<file path="config.mk">
export PLATFORM = sky130hd
export DESIGN_NAME = exp_fsmd_param
export DESIGN_NICKNAME = d
export VERILOG_FILES = /design/src/rtl/exp_fsmd_param.sv
export SDC_FILE = /design/constraint.sdc
export NUM_CORES = 1
export LEC_CHECK = 0
export ABC_CLOCK_PERIOD_IN_PS = 18650
export CAP_MARGIN = 20
export CORE_MARGIN = 1
export CORE_UTILIZATION = 55
export DETAILED_ROUTE_END_ITERATION = 10
export PLACE_DENSITY_LB_ADDON = 0.2
export SYNTH_ARGS = -nofsm -noshare
export SYNTH_HDL_FRONTEND = slang
export SYNTH_SLANG_ARGS = --single-unit
</file>
<file path="constraint.sdc">
create_clock -name clk -period 18.65 [get_ports clk]
set_input_delay 1.865 -clock clk [delete_from_list [all_inputs] [get_ports clk]]
set_output_delay 1.865 -clock clk [all_outputs]
set_load 0.01 [all_outputs]
</file>
<file path="src/rtl/exp_fsmd_param.sv">
// Square-and-multiply exponentiation core: result = a^n, one exponent bit per clock (LSB first).
// Adds width parameters, early stop once the remaining exponent is zero, overflow flag, and saturate/wrap output.
module exp_fsmd_param #(
  parameter int A_W      = 8,
  parameter int N_W      = 8,
  parameter int R_W      = 16,
  parameter bit SATURATE = 1'b1
) (
  input  logic           clk,
  input  logic           rst,
  input  logic           go_i,
  input  logic [A_W-1:0] a_i,
  input  logic [N_W-1:0] n_i,
  output logic [R_W-1:0] output_reg,
  output logic           sig_done,
  output logic           busy_o,
  output logic           ovf_o
);

  // state | meaning
  // IDLE  | waiting for go_i after reset
  // CALC  | consuming one exponent bit per clock
  // DONE  | result valid on output_reg; go_i starts a new run
  typedef enum logic [1:0] {IDLE, CALC, DONE} state_t;

  state_t         state_q, state_d;
  logic [R_W-1:0] base_q, base_d;
  logic [R_W-1:0] res_q, res_d;
  logic [R_W-1:0] out_q, out_d;
  logic [N_W-1:0] e_q, e_d;
  logic           ovf_int_q, ovf_int_d;
  logic           done_q, done_d;
  logic           busy_q, busy_d;
  logic           ovf_q, ovf_d;

  logic [2*R_W-1:0] prod_rb, prod_bb;
  logic [R_W-1:0]   res_nx;
  logic [N_W-1:0]   e_sh;
  logic             ovf_nx;

  always_comb begin
    prod_rb = {{R_W{1'b0}}, res_q} * {{R_W{1'b0}}, base_q};
    prod_bb = {{R_W{1'b0}}, base_q} * {{R_W{1'b0}}, base_q};
    e_sh    = e_q >> 1;
    res_nx  = e_q[0] ? prod_rb[R_W-1:0] : res_q;
    // a squaring that overflows is harmless when no exponent bits remain to use it
    ovf_nx  = ovf_int_q
            | (e_q[0] & (prod_rb[2*R_W-1:R_W] != '0))
            | ((prod_bb[2*R_W-1:R_W] != '0) & (e_sh != '0));
  end

  always_comb begin
    state_d   = state_q;
    base_d    = base_q;
    res_d     = res_q;
    out_d     = out_q;
    e_d       = e_q;
    ovf_int_d = ovf_int_q;
    done_d    = done_q;
    busy_d    = busy_q;
    ovf_d     = ovf_q;
    case (state_q)
      IDLE, DONE: begin
        if (go_i) begin
          base_d           = '0;
          base_d[A_W-1:0]  = a_i;
          e_d              = n_i;
          res_d            = {{(R_W-1){1'b0}}, 1'b1};
          ovf_int_d        = 1'b0;
          done_d           = 1'b0;
          busy_d           = 1'b1;
          state_d          = CALC;
        end
      end
      CALC: begin
        res_d     = res_nx;
        base_d    = prod_bb[R_W-1:0];
        e_d       = e_sh;
        ovf_int_d = ovf_nx;
        if (e_sh == '0) begin
          out_d   = (SATURATE && ovf_nx) ? '1 : res_nx;
          ovf_d   = ovf_nx;
          done_d  = 1'b1;
          busy_d  = 1'b0;
          state_d = DONE;
        end
      end
      default: state_d = IDLE;
    endcase
  end

  always_ff @(posedge clk) begin
    if (rst) begin
      state_q   <= IDLE;
      base_q    <= '0;
      res_q     <= '0;
      out_q     <= '0;
      e_q       <= '0;
      ovf_int_q <= 1'b0;
      done_q    <= 1'b0;
      busy_q    <= 1'b0;
      ovf_q     <= 1'b0;
    end else begin
      state_q   <= state_d;
      base_q    <= base_d;
      res_q     <= res_d;
      out_q     <= out_d;
      e_q       <= e_d;
      ovf_int_q <= ovf_int_d;
      done_q    <= done_d;
      busy_q    <= busy_d;
      ovf_q     <= ovf_d;
    end
  end

  assign output_reg = out_q;
  assign sig_done   = done_q;
  assign busy_o     = busy_q;
  assign ovf_o      = ovf_q;

endmodule
</file>
==> key figures <==
STA
  – Final Skew: ~0.015 ns
  – Min cycle time layout: 7.91 ns
  – Hold violation count in the final report: 0
  – Worst slew margin: 0.405
  – Worst-Margin Slew: between 0.8 and 0.9 ns
  – Setup-failing EPs final: 0
  – Max frequency: around 0.13 GHz
  – RSZ-0062 raised after global routing: no
  – Max Slew Vio Count: 0
  – Final worst-path cycle share: 0.424
  – Setup Total Neg Slack: 0 ns

Power and ir drop
  – Max VDD drop: between 0.07 and 0.08 mV
  – LEAKAGE: between 9 and 10 nW
  – Tot Pwr: 0.538 mW
  – PD cells: ~27 nW/um^2

Clock tree
  – CTS tree: done
  – Clock transition at the registers of the reported paths: 0.06 ns
  – CTS sink count: 62
  – Post-cts resize count: 0
  – Clk Latency, worst-skew pair: between 0.3 and 0.4 ns
  – Hold-fix buffers at CTS: 0
  – Max H-tree Level: 3
  – Setup bufs post-CTS: 0
  – Root buffer cell: clkbuf_16
  – CTS max path bufs: 2
  – Total CTS buffers: 9

Floorplan
  – Ports: 38
  – Starting Density: 0.558
  – Chip height: around 190 microns
  – Die width: around 190 microns
  – Std-Cell Rows: 67
  – Area of the die: ~35000 sq um
  – Area of the core: between 30000 and 40000 sq um

Min path
  – Hold Crit Class: reg2reg

Synthesis
  – Avg Cell Area, Syn: approximately 8.6 sq um
  – Post-Synth Adder-Cell Area: 0.521
  – Synthesized net count: 2742
  – Post-Synth XOR/XNOR Area: 0.0202
  – Synthesized cell area: 18600 sq um
  – Register bit total from synthesis: slightly above 60
  – Compound-Gate Fraction of Synth Area: 0.0931
  – Area leader, netlist: fa_1
  – Cell variety after synth: 71
  – Largest family of logic cells by synthesized area: adder cells
  – Gate Count Post-Synth: ~2200
  – Synth Area in Simple Gates: 0.172
  – Yosys top cell area share: 0.386
  – Main area contributors after synthesis: fa_1, ha_1, inv_1, dfxtp_1, and2_1
  – Synth cell count leaders: inv_1, fa_1, nand2_1
  – Synth Warn #: 0
  – EDFF count, synth: 0
  – Top_reg_cell synth: dfxtp_1
  – Post-synthesis mux area share: 0.0121
  – Seq/Total Area, Yosys: 0.0666
  – Most common cell in the synthesized netlist: inv_1
  – Fraction of registers with async set/reset: 0

Global routing
  – GR Overflow Total: 0
  – Largest net degree at the start of global routing: 64
  – Number of global-route vias before repair: ~15000
  – First-pass GRT wire length: between 70 and 80 mm
  – Initial antenna violation count: 0
  – Gr usage total: 0.288

Route
  – DR DRC count: 0
  – Routed WL: 46.4 mm
  – Pre-Repair DR Iteration Count: 5
  – Drt via density: 5.58
  – Post-DRT Antenna Nets: 0
  – Initial DRC count: a little over 800
  – Vias: 14300
  – Wirelength per Cell: between 15 and 20 microns

Worst setup path
  – Crit-path max FO: 20
  – Critical path, cell by cell: buf_4, nand2_1, fa_1, inv_1, fa_1, inv_1, fa_1, fa_1, fa_1, fa_1, inv_1, ha_1, and3_1, and4_1, o2111ai_1, a211oi_1, nor2_1, o31a_1, nor4_1, a41oi_1, nor4_4, a211oi_1
  – Critical Path AT: around 8 ns
  – CP bufs+invs: 4
  – Delay-heaviest family, CP: adder cells
  – Critical path required time: approximately 19 ns
  – Crit end category: register
  – Crit path max-delay cell type: nor4_4
  – Cell mode on critical path: fa_1
  – Slowest stage delay, CP: 0.71 ns
  – CP Launch Type: register
  – CP Class: reg2reg

Final layout
  – Area grow syn2layout: 4.88%
  – N_diodes: 0
  – Post-route insts no fill: roughly 2600
  – Proportion of layout cells with a drive suffix above 1: 0.0283
  – Layout Nets: around 2700

Run
  – Total of max-cap violations: 0

Placement
  – Placed Cells: around 2600
  – Port Buffers: 37
  – HPWL after DPL: between 30 and 40 mm
  – Routability cong.: 0.859

Run status
  – Outcome: complete, no violations
-- report_power, final --
| group | total [mW] | internal [mW] | switching, mW |
|---|---|---|---|
| sequential | 0.157 | 0.143 | 0.0147 |
| clock | 0.163 | 0.0963 | 0.0672 |
| combinational | 0.217 | 0.0809 | 0.136 |
| total | 0.538 | 0.320 | 0.218 |
-- through the flow --
| step | hold slack [ns] | setup slack, ns | area [sq um] | util |
|---|---|---|---|---|
| finish | 0.485 | 10.74 | 19600 | 0.585 |
| global route | 0.515 | 10.26 | 19600 | 0.585 |
| CTS | 0.485 | 10.77 | 19600 | 0.585 |
| detailed placement | 0.474 | 10.81 | 19300 | 0.577 |
| global placement | 0.469 | 10.92 | 19300 | 0.576 |
| floorplan | 0.471 | 11.96 | 18600 | - |
-- tightest hold or removal path, cell delays in order, from the launching register on --
cell     delay, ns
dfxtp_1       0.30
o21ai_0       0.07
a21oi_1       0.07
-- final timing paths --
check | start | endpoint | slack, ns | depth (start not counted)
setup / recovery | base_q[7] | output_reg[12] | 10.74 | 22
hold / removal | busy_o | busy_o | 0.48 | 2
setup reg to reg | base_q[7] | output_reg[12] | 10.74 | 22
hold reg to reg | busy_o | busy_o | 0.48 | 2
-- cell families (layout without fill, tap and decap cells) --
group | Yosys count | in the layout
AOI/OAI and AO/OA | 255 | 255
xor gates and xnor gates | 43 | 43
adders and majority gates | 560 | 560
buffers and inverters | 563 | 523
DFF | 62 | 62
muxes | 22 | 22
and+or+nand+nor | 658 | 658
-- cell usage in the layout (no fill, tap or decap), types with 12 or more instances in the layout --
cell type        netlist  layout
o21ai_0               40      40
inv_1                444     444
xnor2_1               29      29
ha_1                 200     200
a311oi_1              13      13
a211oi_1              25      25
buf_4                  1      27
dfxtp_1               62      62
clkdlybuf4s50_1        0      36
nand2_1              290     290
xor2_1                14      14
mux2i_1               17      17
a21o_1                24      24
a21oi_1               68      68
and2_1               185     185
nor2b_1               20      20
nand3_1               12      12
fa_1                 360     360
nor2_1                90      90
-- area by class of cell --
type	instances	area (sq um)
inverter	444	1670
timing repair buffer	64	568
sequential	62	1240
clock inverter	3	20.0
fill	3019	13900
multi-input combinational	1538	15200
tap	448	561
clock buffer	12	256
-- per-layer routing --
layer  global-route usage  vias to the layer above  wire (microns)
li1                     -                     6601               -
met1                0.392                     7295           20600
met2                0.498                      379           22700
met3               0.0265                       69            2220
met4               0.0643                        0             947
met5                    0                        -               0
(Power assumes the default switching activity.)
